[config.mk]
export PLATFORM = sky130hd
export DESIGN_NAME = vectored_intr_controller_flat
export DESIGN_NICKNAME = d
export VERILOG_FILES = /design/src/rtl/vic_pkg.sv /design/src/rtl/vectored_intr_controller_if.sv /design/src/rtl/vic_arbiter.sv /design/src/rtl/vectored_intr_controller.sv /design/src/flat_wrapper.sv
export SDC_FILE = /design/constraint.sdc
export NUM_CORES = 1
export LEC_CHECK = 0
export ABC_AREA = 0
export BUFFER_PORTS_ARGS = -buffer_cell sky130_fd_sc_hd__buf_4
export CAP_MARGIN = 20
export CORE_AREA = 2 2 139 155
export DETAILED_ROUTE_END_ITERATION = 8
export DIE_AREA = 0 0 141 157
export PLACE_DENSITY_LB_ADDON = 0.08
export SYNTH_ARGS = -nofsm -noshare
export SYNTH_HDL_FRONTEND = slang
export SYNTH_SLANG_ARGS = --single-unit
[constraint.sdc]
create_clock -name clk -period 23.5 [get_ports clk]
set_clock_uncertainty 0.1 [all_clocks]
set_input_delay 5.875 -clock clk [delete_from_list [all_inputs] [get_ports clk]]
set_output_delay 5.875 -clock clk [all_outputs]
set_load 0.03 [all_outputs]
[src/rtl/vic_pkg.sv]
// Shared constants for the vectored interrupt controller: register word map,
// source-mode encoding and ID/priority field sizing.
package vic_pkg;
    localparam int unsigned MAX_SRC     = 32;
    localparam int unsigned PRIO_FW     = 4;
    localparam int unsigned ID_W        = 6;

    localparam int unsigned W_ENABLE    = 0;
    localparam int unsigned W_PENDING   = 1;
    localparam int unsigned W_CLEAR     = 2;
    localparam int unsigned W_STATUS    = 3;
    localparam int unsigned W_MODE      = 4;
    localparam int unsigned W_THRESH    = 5;
    localparam int unsigned W_CLAIM     = 6;
    localparam int unsigned W_INSERVICE = 7;
    localparam int unsigned W_PRIO0     = 8;

    typedef enum logic {LEVEL = 1'b0, EDGE = 1'b1} mode_e;
endpackage

[src/rtl/vectored_intr_controller_if.sv]
// CPU register-bus bundle for the interrupt controller; slave side is the controller.
interface vectored_intr_controller_if #(
    parameter int ADDR_WIDTH = 6,
    parameter int DATA_WIDTH = 32
) ();
    logic                  cpu_read;
    logic                  cpu_write;
    logic [ADDR_WIDTH-1:0] cpu_address;
    logic [DATA_WIDTH-1:0] cpu_write_data;
    logic [DATA_WIDTH-1:0] cpu_read_data;
    logic                  cpu_access_complete;
    logic                  cpu_irq;

    modport master (
        output cpu_read, cpu_write, cpu_address, cpu_write_data,
        input  cpu_read_data, cpu_access_complete, cpu_irq
    );
    modport slave (
        input  cpu_read, cpu_write, cpu_address, cpu_write_data,
        output cpu_read_data, cpu_access_complete, cpu_irq
    );
endinterface

[src/rtl/vic_arbiter.sv]
// Picks the highest-priority candidate (lowest ID on ties) and registers the
// winning ID and the interrupt request derived from it.
module vic_arbiter
    import vic_pkg::*;
#(
    parameter int NUM_SRC    = 16,
    parameter int PRIO_WIDTH = 3
) (
    input  logic                                 clk,
    input  logic                                 reset,
    input  logic [NUM_SRC-1:0]                   cand_i,
    input  logic [NUM_SRC-1:0][PRIO_WIDTH-1:0]   prio_i,
    output logic [ID_W-1:0]                      best_id_o,
    output logic                                 irq_o
);
    logic [ID_W-1:0]       id_d, id_q;
    logic [PRIO_WIDTH-1:0] prio_d;
    logic                  irq_q;

    // Candidates always carry prio > 0, so a strict compare keeps the lowest ID on ties.
    always_comb begin
        id_d   = '0;
        prio_d = '0;
        for (int i = 0; i < NUM_SRC; i++) begin
            if (cand_i[i] && (prio_i[i] > prio_d)) begin
                id_d   = ID_W'(i + 1);
                prio_d = prio_i[i];
            end
        end
    end

    always_ff @(posedge clk or posedge reset) begin
        if (reset) begin
            id_q  <= '0;
            irq_q <= 1'b0;
        end else begin
            id_q  <= id_d;
            irq_q <= (id_d != '0);
        end
    end

    assign best_id_o = id_q;
    assign irq_o     = irq_q;
endmodule

[src/rtl/vectored_intr_controller.sv]
// Vectored interrupt controller: synchronisers, per-source pending/in-service state,
// register file and claim/complete handshake. VIC_PREEMPT_EN enables nested preemption.
module vectored_intr_controller
    import vic_pkg::*;
#(
    parameter int NUM_SRC    = 16,
    parameter int PRIO_WIDTH = 3,
    parameter int ADDR_WIDTH = 6,
    parameter int DATA_WIDTH = 32
) (
    input  logic                 clk,
    input  logic                 reset,
    input  logic [NUM_SRC-1:0]   ext_intr,
    vectored_intr_controller_if.slave bus
);
    logic [NUM_SRC-1:0]                 s1_q, s2_q, s3_q, en_q, mode_q;
    logic [NUM_SRC-1:0]                 pend, insv, cand, inject, clr, cmplt;
    logic [NUM_SRC-1:0][PRIO_WIDTH-1:0] prio;
    logic [PRIO_WIDTH-1:0]              thr_q, eff_thr;
    logic [ID_W-1:0]                    best_id;
    logic                               irq, wr, rd, claim;
    logic [31:0]                        widx;
    logic [DATA_WIDTH-1:0]              rdata_d, rdata_q;
    logic                               cmpl_q;

    assign widx   = 32'(bus.cpu_address[ADDR_WIDTH-1:2]);
    assign wr     = bus.cpu_write;
    assign rd     = bus.cpu_read & ~bus.cpu_write;
    assign claim  = rd && (widx == W_CLAIM) && (best_id != '0);
    assign inject = (wr && widx == W_PENDING) ? bus.cpu_write_data[NUM_SRC-1:0] : '0;
    assign clr    = (wr && widx == W_CLEAR)   ? bus.cpu_write_data[NUM_SRC-1:0] : '0;

    always_ff @(posedge clk or posedge reset) begin
        if (reset) begin
            s1_q <= '0;
            s2_q <= '0;
            s3_q <= '0;
        end else begin
            s1_q <= ext_intr;
            s2_q <= s1_q;
            s3_q <= s2_q;
        end
    end

    for (genvar i = 0; i < NUM_SRC; i++) begin : g_src
        logic                  pnd_q, isv_q, is_edge, set, drop, hit;
        logic [PRIO_WIDTH-1:0] pr_q;

        assign is_edge  = (mode_e'(mode_q[i]) == EDGE);
        assign hit      = claim && (best_id == ID_W'(i + 1));
        assign cmplt[i] = wr && (widx == W_CLAIM) && (bus.cpu_write_data == DATA_WIDTH'(i + 1));
        assign set      = inject[i] | (is_edge ? (s2_q[i] & ~s3_q[i]) : s2_q[i]);
        // A level source withdraws its request when the line falls.
        assign drop     = clr[i] | hit | (~is_edge & ~s2_q[i] & s3_q[i]);

        always_ff @(posedge clk or posedge reset) begin
            if (reset) begin
                pnd_q <= 1'b0;
                isv_q <= 1'b0;
                pr_q  <= '0;
            end else begin
                pnd_q <= set | (pnd_q & ~drop);
                isv_q <= (isv_q | hit) & ~cmplt[i];
                if (wr && widx == W_PRIO0 + i / 8)
                    pr_q <= bus.cpu_write_data[(i % 8) * PRIO_FW +: PRIO_WIDTH];
            end
        end

        assign pend[i] = pnd_q;
        assign insv[i] = isv_q;
        assign prio[i] = pr_q;
        assign cand[i] = pnd_q & en_q[i] & ~isv_q & (pr_q > eff_thr);
    end

`ifdef VIC_PREEMPT_EN
    always_comb begin
        eff_thr = thr_q;
        for (int i = 0; i < NUM_SRC; i++)
            if (insv[i] && prio[i] > eff_thr) eff_thr = prio[i];
    end
`else
    assign eff_thr = thr_q;
`endif

    vic_arbiter #(.NUM_SRC(NUM_SRC), .PRIO_WIDTH(PRIO_WIDTH)) u_arb (
        .clk       (clk),
        .reset     (reset),
        .cand_i    (cand),
        .prio_i    (prio),
        .best_id_o (best_id),
        .irq_o     (irq)
    );

    always_comb begin
        rdata_d = '0;
        case (widx)
            W_ENABLE:    rdata_d[NUM_SRC-1:0]    = en_q;
            W_PENDING:   rdata_d[NUM_SRC-1:0]    = pend;
            W_STATUS:    rdata_d[NUM_SRC-1:0]    = s2_q;
            W_MODE:      rdata_d[NUM_SRC-1:0]    = mode_q;
            W_THRESH:    rdata_d[PRIO_WIDTH-1:0] = thr_q;
            W_CLAIM:     rdata_d[ID_W-1:0]       = best_id;
            W_INSERVICE: rdata_d[NUM_SRC-1:0]    = insv;
            default:     rdata_d                 = '0;
        endcase
        for (int i = 0; i < NUM_SRC; i++)
            if (widx == W_PRIO0 + 32'(i / 8))
                rdata_d[(i % 8) * PRIO_FW +: PRIO_WIDTH] = prio[i];
    end

    always_ff @(posedge clk or posedge reset) begin
        if (reset) begin
            en_q    <= '0;
            mode_q  <= '0;
            thr_q   <= '0;
            rdata_q <= '0;
            cmpl_q  <= 1'b0;
        end else begin
            if (wr && widx == W_ENABLE) en_q   <= bus.cpu_write_data[NUM_SRC-1:0];
            if (wr && widx == W_MODE)   mode_q <= bus.cpu_write_data[NUM_SRC-1:0];
            if (wr && widx == W_THRESH) thr_q  <= bus.cpu_write_data[PRIO_WIDTH-1:0];
            if (rd) rdata_q <= rdata_d;
            cmpl_q <= bus.cpu_read | bus.cpu_write;
        end
    end

    assign bus.cpu_read_data       = rdata_q;
    assign bus.cpu_access_complete = cmpl_q;
    assign bus.cpu_irq             = irq;
endmodule
[src/flat_wrapper.sv]
// flat-port wrapper written by rule: the top's interface ports become plain ports
module vectored_intr_controller_flat import vic_pkg::*;
#(
    parameter int NUM_SRC    = 16,
    parameter int PRIO_WIDTH = 3,
    parameter int ADDR_WIDTH = 6,
    parameter int DATA_WIDTH = 32
)
  (clk, reset, ext_intr, bus_cpu_read, bus_cpu_write, bus_cpu_address, bus_cpu_write_data, bus_cpu_read_data, bus_cpu_access_complete, bus_cpu_irq);
  vectored_intr_controller_if #(.ADDR_WIDTH(ADDR_WIDTH), .DATA_WIDTH(DATA_WIDTH)) bus_i ();
  input  logic clk;
  input  logic reset;
  input  logic [NUM_SRC-1:0] ext_intr;
  input wire logic [$bits(bus_i.cpu_read)-1:0] bus_cpu_read;
  input wire logic [$bits(bus_i.cpu_write)-1:0] bus_cpu_write;
  input wire logic [$bits(bus_i.cpu_address)-1:0] bus_cpu_address;
  input wire logic [$bits(bus_i.cpu_write_data)-1:0] bus_cpu_write_data;
  output wire logic [$bits(bus_i.cpu_read_data)-1:0] bus_cpu_read_data;
  output wire logic [$bits(bus_i.cpu_access_complete)-1:0] bus_cpu_access_complete;
  output wire logic [$bits(bus_i.cpu_irq)-1:0] bus_cpu_irq;
  assign bus_i.cpu_read = bus_cpu_read;
  assign bus_i.cpu_write = bus_cpu_write;
  assign bus_i.cpu_address = bus_cpu_address;
  assign bus_i.cpu_write_data = bus_cpu_write_data;
  assign bus_cpu_read_data = bus_i.cpu_read_data;
  assign bus_cpu_access_complete = bus_i.cpu_access_complete;
  assign bus_cpu_irq = bus_i.cpu_irq;
  vectored_intr_controller #(.NUM_SRC(NUM_SRC), .PRIO_WIDTH(PRIO_WIDTH), .ADDR_WIDTH(ADDR_WIDTH), .DATA_WIDTH(DATA_WIDTH)) u_core (.clk(clk), .reset(reset), .ext_intr(ext_intr), .bus(bus_i));
endmodule
; ---- Word level (Yosys, flattened, before mapping)
; Index checks and enable logic that the tools add are counted.
[word_totals]
register_bits = 199
wordCells = 567
input_bits = 58
out_inout_bits = 34
[classes]
n_reduce_logical = 61
muxes = 68
n_bitwise = 307
order_cmp = 32
n_eq_ne = 41
[op_table]
columns = op, count
row1 = "32-bit by 4-bit equality test with 1-bit output, second input constant", 8
row2 = 1-bit bitwise AND, 129
row3 = "32-bit by 3-bit equality test with 1-bit output, second input constant", 4
row4 = 1-bit NOT, 97
row5 = 3-bit > comparator, 31
row6 = 3-bit 2-to-1 mux, 31
row7 = 6-bit 2-to-1 mux, 15
row8 = 1-bit OR, 81
row9 = "32-bit by 2-bit equality test with 1-bit output, second input constant", 2
row10 = 1-bit logical AND, 58
row11 = 10-bit one-hot mux with 5 select lines, 1
row12 = "6-bit by 4-bit equality test with 1-bit output, second input constant", 8
row13 = "32-bit by 1-bit equality test with 1-bit output, second input constant", 1
row14 = "32-bit by 5-bit equality test with 1-bit output, second input constant", 1
row15 = 32-bit zero test, 1
row16 = 16-bit 2-to-1 mux, 2
row17 = "6-bit by 3-bit equality test with 1-bit output, second input constant", 4
row18 = 3-bit one-hot mux with 7 select lines, 1
row19 = 3-bit one-hot mux with 6 select lines, 1
row20 = 1-bit 2-to-1 mux, 17
row21 = "4-bit by 3-bit equality test with 1-bit output, second input constant", 4
row22 = "6-bit by 2-bit equality test with 1-bit output, second input constant", 2
row23 = 6-bit nonzero test, 2
row24 = "4-bit by 2-bit equality test with 1-bit output, second input constant", 2
row25 = 5 further kinds, 6

; ---- Longest topological paths before layout
; Gate-level depths: netlist of run 1.
[logic_depth]
ltp_word = 51
mapped_depth = 106
depth_no_buf = 105

; ---- By module
; A second synthesis of run 1 with hierarchy kept.
[unflattened]
hier_cells = 1215
hier_area_um2 = 12059.1
[by_module_without_submodules]
columns = mod, cells_per_inst, seq_area_each_um2, instances, area_each_um2
row1 = vectored_intr_controller, 871, 4804.6, 1, 9693.0
row2 = vic_arbiter, 344, 150.1, 1, 2366.0

; ---- Least setup slack after synthesis of run 1
; OpenSTA, ideal clock, no wires.
[synth_path]
path_kind = flip-flop to flip-flop
start = register u_core.thr_q[2] (netlist: u_core.eff_thr[2])
end = register u_core.u_arb.irq_q (netlist: u_core.u_arb.irq_o)
period_less_slack_ps = 19758
n_path_buf = 1
path_stages_with_launch = 103
setup_time_ps = 138
slack_ps = 3742
arrival_ps = 19520
t_required_ps = 23262
path_cell_list = dfrtp_1 -> inv_1 -> ha_1 -> a311oi_1 -> and2_1 -> nand2_1 -> ha_1 -> a21oi_1 -> a22o_1 -> or2_0 -> mux2_2 -> ha_1 -> nand3b_1 -> a22oi_1 -> and3_1 -> nor3_1 -> nand2b_1 -> ha_1 -> (+67 left out) -> nand2_1 -> o22ai_1 -> nor3b_1 -> nor2_1 -> mux2_2 -> ha_1 -> nor2b_1 -> o21ai_0 -> inv_1 -> o2111ai_1 -> clkbuf_1 -> mux2_2 -> ha_1 -> a21o_1 -> a21oi_1 -> nor4_1 -> or3b_2 -> or4_1
[synth_between]
elab_chain_cells = 50
elab_cells_between_ends = 95
cone_classes = order compare (31) / mux (31) / bitwise (16) / reduce/logical (17)
[synth_rtl]
columns = item, line_no
row1 = start: declaration, vectored_intr_controller.sv:19  ; logic [PRIO_WIDTH-1:0] thr_q, eff_thr;
row2 = start signal: assignment, vectored_intr_controller.sv:121  ; if (wr && widx == W_THRESH) thr_q <= bus.cpu_write_data[PRIO_WIDTH-1:0];
row3 = 3-bit > comparator, vectored_intr_controller.sv:72  ; assign cand[i] = pnd_q & en_q[i] & ~isv_q & (pr_q > eff_thr);
row4 = 1-bit bitwise AND, vectored_intr_controller.sv:72
row5 = 1-bit logical AND, vic_arbiter.sv:25  ; if (cand_i[i] && (prio_i[i] > prio_d)) begin
row6 = 3-bit 2-to-1 mux, vic_arbiter.sv:25
row7 = 3-bit > comparator, vic_arbiter.sv:25
row8 = 1-bit logical AND, vic_arbiter.sv:25
row9 = 3-bit 2-to-1 mux, vic_arbiter.sv:25
row10 = 3-bit > comparator, vic_arbiter.sv:25
row11 = (+35 left out), n/a
row12 = 3-bit > comparator, vic_arbiter.sv:25
row13 = 1-bit logical AND, vic_arbiter.sv:25
row14 = 3-bit 2-to-1 mux, vic_arbiter.sv:25
row15 = 3-bit > comparator, vic_arbiter.sv:25
row16 = 1-bit logical AND, vic_arbiter.sv:25
row17 = 6-bit 2-to-1 mux (*), vic_arbiter.sv:25
row18 = named net u_core.u_arb.id_d[4], vic_arbiter.sv:16  ; logic [ID_W-1:0] id_d, id_q;
row19 = 6-bit nonzero test (*), vic_arbiter.sv:38  ; irq_q <= (id_d != '0);
row20 = end signal: assignment, vic_arbiter.sv:38
row21 = end: declaration, vic_arbiter.sv:18  ; logic irq_q;
; Mark *: on every way through the listed nets, which the timed path passes. The rest lies on a longest branch.
; A chain may end at the register's enable or synchronous reset.

; ---- Worst setup path in the final report of run 1
[layout_path]
start = register u_core.g_src[0].pr_q[2]
end = register u_core.u_arb.irq_q (netlist: u_core.u_arb.irq_o)
[layout_between]
elab_chain_cells = 50
elab_cells_between_ends = 66
cone_classes = order compare (17) / mux (31) / bitwise (1) / reduce/logical (17)
[layout_rtl]
columns = item, line_no
row1 = start: declaration, vectored_intr_controller.sv:47  ; logic [PRIO_WIDTH-1:0] pr_q;
row2 = start signal: assignment, vectored_intr_controller.sv:65  ; pr_q <= bus.cpu_write_data[(i % 8) * PRIO_FW +: PRIO_WIDTH];
row3 = 3-bit > comparator, vectored_intr_controller.sv:72
row4 = 1-bit bitwise AND, vectored_intr_controller.sv:72
row5 = 1-bit logical AND, vic_arbiter.sv:25
row6 = 3-bit 2-to-1 mux (*), vic_arbiter.sv:25
row7 = 3-bit > comparator, vic_arbiter.sv:25
row8 = 1-bit logical AND, vic_arbiter.sv:25
row9 = 3-bit 2-to-1 mux (*), vic_arbiter.sv:25
row10 = 3-bit > comparator, vic_arbiter.sv:25
row11 = (+35 left out), n/a
row12 = 3-bit > comparator, vic_arbiter.sv:25
row13 = 1-bit logical AND, vic_arbiter.sv:25
row14 = 3-bit 2-to-1 mux, vic_arbiter.sv:25
row15 = 3-bit > comparator, vic_arbiter.sv:25
row16 = 1-bit logical AND, vic_arbiter.sv:25
row17 = 6-bit 2-to-1 mux (*), vic_arbiter.sv:25
row18 = named net u_core.u_arb.id_d[4], vic_arbiter.sv:16
row19 = 6-bit nonzero test (*), vic_arbiter.sv:38
; Marked as above.

==> results.json, run 1 <==
{
  "antenna_found_initial": 0,
  "antenna_cells": 0,
  "postCtsResizedCells": 0,
  "drv_slew": 0,
  "max_cap_viol_count": 0,
  "peakVddDrop_mv": 0.0635,
  "ys_async_sr_fraction_pct": 100,
  "final_area_mm2": 0.0128,
  "reg2reg_depth": 99,
  "grt_pass1_wl_um": 51500,
  "fin_ws_ps": 1700,
  "worstMarginPinSlew_ps": 1120,
  "synth_cell_types": 74,
  "final_antenna_net_count": 0,
  "place_hpwl_um": 23700,
  "syn_area_per_cell_um2": 10.1,
  "clockBufferDepth": 2,
  "insertion_delay_ps": 450,
  "whs_path_depth": 0,
  "root_buffer": "clkbuf_16",
  "cts_tree": "done",
  "r2r-end": "u_core.u_arb.irq_o",
  "synth_top_cells_by_area": "dfrtp_1 45%, ha_1 8.2%, mux2_2 8.2%",
  "drc": 0,
  "synth_flop_cell": "dfrtp_1",
  "dieArea_mm2": 0.0221,
  "grt_pass1_vias": 9108,
  "period_needed_ps": 21800,
  "whs_ps": 247,
  "critPathLaunchType": "register",
  "required_ps": 23710,
  "hold_viol_final": 0,
  "slowest_stage": "dfrtp_1",
  "place_ws_ps": 1020,
  "wirelength_um": 33000,
  "holdBufCountCts": 0,
  "cp-end-kind": "register",
  "clk_pin_slew_ps": 80,
  "via_per_inst": 6.47,
  "worstReg2RegStart": "u_core.g_src[0].pr_q[2]",
  "powerDensity_mw_per_mm2": 103,
  "crit_top_cell": "ha_1",
  "ioPinCount": 92,
  "coreArea_mm2": 0.0204,
  "clock_sinks": 198,
  "grt_usage_pct": 30.6,
  "drive_above_1_share_pct": 20.9,
  "cp_slowest_stage_delay_ps": 480,
  "cp_max_fo": 11,
  "ys_warn_count": 0,
  "first_pass_iters": 6,
  "yosysTopAreaCell": "dfrtp_1",
  "syn-cell-area_mm2": 0.0111,
  "synth_seq_area_share_pct": 44.5,
  "routedWlPerCell_um": 22.6,
  "cts_max_level": 4,
  "grt_max_degree": 119,
  "cts_buffers": 17,
  "path_class": "register to register",
  "row_count": 55,
  "hold_start": "u_core.s1_q[4]",
  "synth_edf_count": 0,
  "die_x_um": 141,
  "reg2reg_slack_ps": 1700,
  "placed_area_mm2": 0.0121,
  "io_buffers": 85,
  "setup-violations-final": 0,
  "holdCritPathClass": "register to register",
  "grt_overflow_total": 0,
  "drt_iter0_markers": 774,
  "vias": 9444,
  "hold_path_end": "u_core.s2_q[4]",
  "synthCells": 1102,
  "area_delta_synth_final_pct": 15.3,
  "power_mw": 1.33,
  "cp.arrival_ps": 22010,
  "status": "completed",
  "ys_ff_latch": 198,
  "cts_setup_buffers": 0,
  "fillers": 1751,
  "start_util_pct": 54.5,
  "min_period_over_period_pct": 92.8,
  "final_nets": 1321,
  "gp_congestion": 0.962,
  "synth_top_area_share_pct": 44.5,
  "die_y_um": 157,
  "relSlewSlack_pct": 24.9,
  "p_leak_nw": 5.76,
  "fmax_mhz": 45.9
}
logic make-up (layout without fill, tap and decap cells):
group | Yosys count | in the layout | share of synthesized area [%]
simple gates | 342 | 342 | 15.1
compound gates | 309 | 309 | 20.2
flops | 198 | 198 | 44.5
buf+inv | 94 | 192 | 3.30
mux | 83 | 83 | 8.42
fa+ha+maj | 75 | 75 | 8.39
other cells | 1 | 4 | 0.0337
synth_stat cells, types with 3 or more instances:
library cell,count
a22oi_1,24
or2_2,4
a221oi_1,25
o21ai_0,49
a21boi_0,7
nand4_1,8
nand2_1,79
buf_4,4
o31ai_1,3
a211oi_1,15
nor2b_1,13
a221o_1,17
o22ai_1,5
and3_1,17
dfrtp_1,198
a21o_1,7
o211ai_1,5
o21a_1,9
nor2_1,102
inv_1,57
a31oi_1,24
a222oi_1,14
nand3b_1,13
nor3_1,17
a21oi_1,57
o2111a_1,4
a41oi_1,3
a22o_1,5
o2111ai_1,6
nand4b_1,3
ha_1,73
mux2_2,81
o311a_1,3
nand2b_1,15
and2_1,10
clkbuf_1,33
nand3_1,30
nor4_1,15
how the worst max path moves through the flow:
stage / start / endpoint / slack, ps / cells past startpoint
after floorplan: u_core.eff_thr[2] / u_core.u_arb.irq_o / 3740 / 102
after global placement: u_core.g_src[0].pr_q[2] / u_core.u_arb.irq_o / 1200 / 101
after detailed placement: u_core.g_src[0].pr_q[2] / u_core.u_arb.irq_o / 1020 / 100
after CTS: u_core.g_src[0].pr_q[2] / u_core.u_arb.irq_o / 1040 / 100
after global routing: u_core.g_src[0].pr_q[2] / u_core.u_arb.irq_o / -70 / 99
final: u_core.g_src[0].pr_q[2] / u_core.u_arb.irq_o / 1700 / 99
flip-flops by register name, indices dropped and copies added, names as in the netlist:
signal	flops
u_core.g_src.pr_q	48
u_core.bus.cpu_read_data	28
u_core.en_q	16
u_core.g_src.isv_q	16
u_core.g_src.pnd_q	16
u_core.mode_q	16
u_core.s1_q	16
u_core.s2_q	16
u_core.s3_q	16
u_core.u_arb.best_id_o	5
u_core.eff_thr	3
u_core.bus.cpu_access_complete	1
u_core.u_arb.irq_o	1
critical path: cells and delay by family, from the launching register on:
kind	cells	cell delay (ps)
multiplexers	4	1470
buffers and inverters	2	120
AO/OA/AOI/OAI	39	8180
AND/OR/NAND/NOR	37	6510
flip-flops	1	480
adder cells (fa/ha/maj)	17	4790
cell usage in the layout, fill, tap and decap left out, drive strengths merged, types with 6 or more instances in the layout:
cell type	count
dfrtp	198
buf	103
nor2	102
mux2	82
nand2	79
ha	73
inv	65
a21oi	57
o21ai	51
nand3	30
a221oi	26
a22oi	24
a31oi	24
nor3	18
and3	17
a221o	17
clkbuf	17
a211oi	16
nand2b	15
nor4	15
a222oi	14
nand3b	13
nor2b	13
and2	10
o21a	9
nand4	8
a21o	7
a21boi	7
or2	7
clkinv	6
a22o	6
o2111ai	6
o211ai	6
area by class of cell:
type,instances,area [µm²],area share [%]
Clock inverter,15,225,1.75
Timing Repair Buffer,103,793,6.18
Inverter,57,221,1.72
Multi-Input combinational cell,813,5900,45.9
Clock buffer,17,425,3.31
Tap cell,256,320,2.49
Sequential cell,198,4950,38.6
power breakdown:
group	internal [mW]	switching (mW)	leakage, nW
clock network	0.151	0.164	0.307
logic	0.236	0.304	3.05
registers	0.397	0.0748	2.40
through the flow:
stage / util, % / setup TNS [ps] / std cells
after floorplan: - / 0 / 1105
after global placement: 59.3 / 0 / 1426
after detailed placement: 59.3 / 0 / 1426
after CTS: 62.5 / 0 / 1458
after global routing: 62.8 / -69.2 / 1459
final: 62.8 / 0 / 1459
routing by layer:
| layer | GRT usage [%] | vias up | routed length [µm] | share of wire [%] |
|---|---|---|---|---|
| li1 | - | 4349 | - | - |
| met4 | 11.5 | 0 | 1010 | 3.1 |
| met5 | 0 | - | 0 | 0 |
| met2 | 52.6 | 375 | 16400 | 50 |
| met1 | 39.1 | 4655 | 13500 | 41 |
| met3 | 4.96 | 65 | 2030 | 6.1 |
No activity file was read; power rests on OpenSTA's default activity.
==> inputs of run 2 (changes only) <==
--- a/config.mk
+++ b/config.mk
@@ -11,6 +11,7 @@
 export CORE_AREA = 2 2 139 155
 export DETAILED_ROUTE_END_ITERATION = 8
 export DIE_AREA = 0 0 141 157
+export GPL_TIMING_DRIVEN = 0
 export PLACE_DENSITY_LB_ADDON = 0.08
 export SYNTH_ARGS = -nofsm -noshare
 export SYNTH_HDL_FRONTEND = slang
==> run 2 against run 1 <==
Against the previous run:
- fmax decreased by 0.70%
- die area unchanged
- clock power decreased by 2%
- via count increased by 0.69%
- setup slack got worse by 150 ps
- power increased by 0.10%
- hold slack improved by 6.4 ps
- global-route usage increased by 1.1 points
- first-iteration DRC count increased by 7.0%
- sequential power about the same
- design area decreased by 0.11%
- critical endpoint unchanged
- largest cell class unchanged
==> results.json, run 2 (synthesis results as in run 1) <==
{
  "grt_pass1_vias": 9087,
  "required_ps": 23720,
  "start_util_pct": 54.5,
  "p_leak_nw": 5.72,
  "setup-violations-final": 0,
  "min_period_over_period_pct": 93.4,
  "worstMarginPinSlew_ps": 1140,
  "first_pass_iters": 5,
  "whs_ps": 253,
  "fmax_mhz": 45.5,
  "clockBufferDepth": 2,
  "netSwitchingPower_uw": 545,
  "hold_viol_final": 0,
  "antenna_found_initial": 0,
  "p_clk_share_pct": 23.3,
  "grt_pass1_wl_um": 52700,
  "crit_top_cell": "ha_1",
  "clk_pin_slew_ps": 80,
  "hold_start": "u_core.s1_q[9]",
  "grt_usage_pct": 31.7,
  "place_hpwl_um": 25500,
  "worstReg2RegStart": "u_core.eff_thr[0]",
  "internal_power_uw": 784,
  "row_count": 55,
  "cts_max_level": 4,
  "netSwitchingFraction_pct": 41.0,
  "largest_register": "u_core.g_src.pr_q",
  "cp_slowest_stage_delay_ps": 640,
  "whs_path_depth": 0,
  "cts_tree": "done",
  "reg2reg_slack_ps": 1540,
  "cp.arrival_ps": 22170,
  "root_buffer": "clkbuf_16",
  "gp_congestion": 0.949,
  "drive_above_1_share_pct": 19.2,
  "relSlewSlack_pct": 23.6,
  "routedWlPerCell_um": 23.3,
  "antenna_cells": 0,
  "period_needed_ps": 21960,
  "power_frac_seq_pct": 35.7,
  "combPwrFrac_pct": 41.0,
  "cp_max_fo": 18,
  "final_nets": 1341,
  "vias": 9509,
  "cts_buffers": 17,
  "layout_commonest_cell": "dfrtp_1",
  "status": "completed",
  "ioPinCount": 92,
  "worstSetupStartpoint": "u_core.eff_thr[0]",
  "powerDensity_mw_per_mm2": 104,
  "max_cap_viol_count": 0,
  "reg2reg_depth": 100,
  "area_delta_synth_final_pct": 15.2,
  "fillers": 1746,
  "path_class": "register to register",
  "holdBufCountCts": 0,
  "peakVddDrop_mv": 0.0564,
  "grt_max_degree": 108,
  "clock_sinks": 198,
  "via_per_inst": 6.43,
  "largest_reg_flops": 48,
  "drc": 0,
  "final_antenna_net_count": 0,
  "dieArea_mm2": 0.0221,
  "fin_ws_ps": 1540,
  "cp-end-kind": "register",
  "io_buffers": 80,
  "place_ws_ps": 451,
  "die_y_um": 157,
  "wirelength_um": 34400,
  "coreArea_mm2": 0.0204,
  "die_x_um": 141,
  "layout_common_cells": "197 x dfrtp_1, 102 x nor2_1, 88 x buf_4",
  "slowest_stage": "dfrtp_4",
  "holdCritPathClass": "register to register",
  "insertion_delay_ps": 450,
  "grt_overflow_total": 0,
  "critPathLaunchType": "register",
  "drv_slew": 0,
  "drt_iter0_markers": 828
}
==> run 2: power groups by stage <==
stage | Clock [mW] | Combinational [mW] | Sequential (mW)
2_1_floorplan | 0 | 0.386 | 0.458
3_3_place_gp | 0 | 0.510 | 0.475
3_5_place_dp | 0 | 0.526 | 0.476
4_1_cts | 0.313 | 0.530 | 0.470
5_1_grt | 0.326 | 0.608 | 0.480
6_report | 0.309 | 0.545 | 0.474
==> run 2: layout make-up <==
| type | instances | area [µm²] | share of cell area [%] |
|---|---|---|---|
| Inverter | 57 | 229 | 1.79 |
| Buffer | 37 | 155 | 1.21 |
| Timing Repair Buffer | 86 | 663 | 5.17 |
| Multi-Input combinational cell | 813 | 5860 | 45.7 |
| Clock buffer | 18 | 439 | 3.42 |
| Clock inverter | 14 | 203 | 1.58 |
| Sequential cell | 198 | 4960 | 38.7 |
| Tap cell | 256 | 320 | 2.50 |
==> run 2: per-layer routing <==
layer,track usage (%),routed length [µm],vias to the layer above,part of all wire (%)
met1,41.5,14500,4696,42
met5,0,0,-,0
li1,-,-,4387,-
met2,54.0,16800,365,49
met4,12.3,1160,0,3.4
met3,4.26,1940,61,5.6
==> run 2: repair_timing <==
action                                  in CTS  in global routing
setup buffers                                0                  2
endpoints found under the setup margin       0                  6
resized for setup                            0                 18
==> run 2: path summary, 6_finish.rpt <==
kind / to
worst max register to register: u_core.u_arb.irq_o
max in group asynchronous: u_core.g_src[2].pr_q[0]
worst min-delay path: u_core.s2_q[9]
min in group asynchronous: u_core.s2_q[1]
worst max-delay path: u_core.u_arb.irq_o
worst min register to register: u_core.s2_q[9]
==> run 2: through the flow <==
step | utilization [%] | power (mW) | cell area [µm²] | std cells | TNS, ps
5_1_grt | 62.7 | 1.41 | 12800 | 1479 | -14.6
6_report | 62.7 | 1.33 | 12800 | 1479 | 0
4_1_cts | 62.4 | 1.31 | 12800 | 1476 | 0
2_1_floorplan | - | 0.844 | 11100 | 1105 | 0
3_5_place_dp | 59.3 | 1.00 | 12100 | 1444 | 0
3_3_place_gp | 59.0 | 0.985 | 12100 | 1441 | 0
==> run 2: worst max-delay path: cells and delay by family, from the launching register on <==
| kind | cells | cell delay [ps] |
|---|---|---|
| flip-flops | 1 | 640 |
| buffers and inverters | 3 | 330 |
| AND/OR/NAND/NOR | 35 | 6350 |
| adder cells (fa/ha/maj) | 18 | 5180 |
| multiplexers | 4 | 1450 |
| AO/OA/AOI/OAI | 40 | 7740 |
==> inputs of run 3 (changes only) <==
--- a/config.mk
+++ b/config.mk
@@ -8,9 +8,11 @@
 export ABC_AREA = 0
 export BUFFER_PORTS_ARGS = -buffer_cell sky130_fd_sc_hd__buf_4
 export CAP_MARGIN = 20
-export CORE_AREA = 2 2 139 155
+export CELL_PAD_IN_SITES_DETAIL_PLACEMENT = 0
+export CELL_PAD_IN_SITES_GLOBAL_PLACEMENT = 1
+export CORE_AREA = 2 2 149 165
 export DETAILED_ROUTE_END_ITERATION = 8
-export DIE_AREA = 0 0 141 157
+export DIE_AREA = 0 0 151 167
 export GPL_TIMING_DRIVEN = 0
 export PLACE_DENSITY_LB_ADDON = 0.08
 export SYNTH_ARGS = -nofsm -noshare
==> run 3 against run 2 <==
Against the previous run:
- critical path depth increased by 1
- fmax increased by 0.87%
- sequential power about the same
- flip-flop and latch count did not move
- register-to-register slack improved by 190 ps
- global-route usage fell by 2.4 points
- power increased by 1.4%
- routed wire length grew 4.1%
- non-clock buffer count rose by 5
- design area increased by 1.1%
- highest routed layer is now met5
==> results.json, run 3 (synthesis results as in run 1) <==
{
  "status": "completed",
  "first_pass_iters": 5,
  "root_buffer": "clkbuf_16",
  "reg2reg_slack_ps": 1730,
  "clock_sinks": 198,
  "row_count": 59,
  "clk_pin_slew_ps": 90,
  "peakVddDrop_mv": 0.0572,
  "path_class": "register to register",
  "whs_path_depth": 0,
  "relSlewSlack_pct": 34.9,
  "clockBufferDepth": 2,
  "whs_ps": 254,
  "routedWlPerCell_um": 23.4,
  "grt_pass1_wl_um": 55100,
  "final_nets": 1346,
  "area_delta_synth_final_pct": 16.5,
  "cts_tree": "done",
  "coreArea_mm2": 0.0235,
  "r2r-end": "u_core.u_arb.irq_o",
  "cp_slowest_stage_delay_ps": 500,
  "layout_common_cells": "197 x dfrtp_1, 102 x nor2_1, 92 x buf_4",
  "worstMarginPinSlew_ps": 968,
  "hold_path_end": "u_core.s2_q[0]",
  "worstReg2RegStart": "u_core.eff_thr[0]",
  "layout_commonest_cell": "dfrtp_1",
  "required_ps": 23710,
  "hold_start": "u_core.s1_q[0]",
  "ioPinCount": 92,
  "final_area_mm2": 0.0130,
  "max_cap_viol_count": 0,
  "cp_max_fo": 13,
  "grt_max_degree": 112,
  "gp_congestion": 0.985,
  "die_y_um": 167,
  "largest_reg_flops": 48,
  "antenna_cells": 0,
  "hold_viol_final": 0,
  "via_per_inst": 6.13,
  "powerDensity_mw_per_mm2": 104,
  "min_period_over_period_pct": 92.6,
  "final_util_pct": 55.2,
  "critPathBufInv": 4,
  "p_leak_nw": 5.76,
  "insertion_delay_ps": 450,
  "grt_overflow_total": 0,
  "slowest_stage": "dfrtp_2",
  "wirelength_um": 35800,
  "holdBufCountCts": 0,
  "reg2reg_depth": 101,
  "final_antenna_net_count": 0,
  "dieArea_mm2": 0.0252,
  "drc": 0,
  "die_x_um": 151,
  "vias": 9404,
  "multiInputGateArea_mm2": 0.00587,
  "largest_register": "u_core.g_src.pr_q",
  "crit_family": "compound AO/OA/AOI/OAI gates",
  "cp.arrival_ps": 21980,
  "holdCritPathClass": "register to register",
  "critPathLaunchType": "register",
  "cts_max_level": 4,
  "drive_above_1_share_pct": 19.6,
  "placed_area_mm2": 0.0122,
  "regArea_mm2": 0.00496,
  "period_needed_ps": 21770,
  "fmax_mhz": 45.9,
  "drt_iter0_markers": 732,
  "cts_buffers": 17,
  "setup-violations-final": 0,
  "cp-end-kind": "register",
  "place_hpwl_um": 26700,
  "grt_usage_pct": 29.4,
  "crit_top_cell": "ha_1",
  "grt_pass1_vias": 9230,
  "fillers": 2153,
  "antenna_found_initial": 1,
  "drv_slew": 0,
  "start_util_pct": 47.4,
  "io_buffers": 80
}
## run 3: layout make-up
cell class	count	area share, %
Buffer	37	1.20
Clock buffer	17	3.28
Clock inverter	15	1.77
Inverter	57	1.77
Multi-Input combinational cell	813	45.3
Sequential cell	198	38.2
Tap cell	305	2.94
Timing Repair Buffer	91	5.56
## run 3: stage by stage
stage / cells / worst slack (ps) / setup TNS (ps) / power (mW)
after global placement: 1490 / 143 / 0 / 0.999
after floorplan: 1105 / 3740 / 0 / 0.844
after CTS: 1526 / 10.2 / 0 / 1.33
after global routing: 1533 / -8.38 / -8.38 / 1.44
final: 1533 / 1730 / 0 / 1.35
after detailed placement: 1494 / 91.9 / 0 / 1.01
## run 3: worst reg2reg max path, delay by kind of cell, from the launching register on
family	cells	cell delay, ps
adder cells (fa/ha/maj)	18	5030
buffers and inverters	4	620
multiplexers	5	1770
AO/OA/AOI/OAI	36	6880
flip-flops	1	500
AND/OR/NAND/NOR	38	6680
## run 3: worst max path at each step
stage / from / to / slack, ps / cells past startpoint
floorplan: u_core.eff_thr[2] / u_core.u_arb.irq_o / 3740 / 102
global placement: u_core.eff_thr[1] / u_core.u_arb.irq_o / 140 / 102
detailed placement: u_core.eff_thr[1] / u_core.u_arb.irq_o / 90 / 102
CTS: u_core.eff_thr[1] / u_core.u_arb.irq_o / 10 / 102
global route: u_core.eff_thr[2] / u_core.u_arb.irq_o / -8 / 102
finish: u_core.eff_thr[0] / u_core.u_arb.irq_o / 1730 / 101
## run 3: metal layers
| metal | up-vias | wire length, µm | global-route usage (%) |
|---|---|---|---|
| li1 | 4394 | - | - |
| met1 | 4612 | 15000 | 38.2 |
| met2 | 346 | 17300 | 48.1 |
| met3 | 50 | 2340 | 6.41 |
| met4 | 2 | 1180 | 10.8 |
| met5 | - | 13 | 0 |
## run 3: repair_timing
| item | in CTS | in global routing |
|---|---|---|
| setup endpoints to repair | 0 | 6 |
| gates resized for setup | 0 | 18 |
| buffers inserted | 0 | 5 |
## run 3: power breakdown
group | switching [mW] | internal [mW]
Combinational | 0.314 | 0.240
Sequential | 0.0735 | 0.397
Clock | 0.170 | 0.152
Total | 0.557 | 0.789
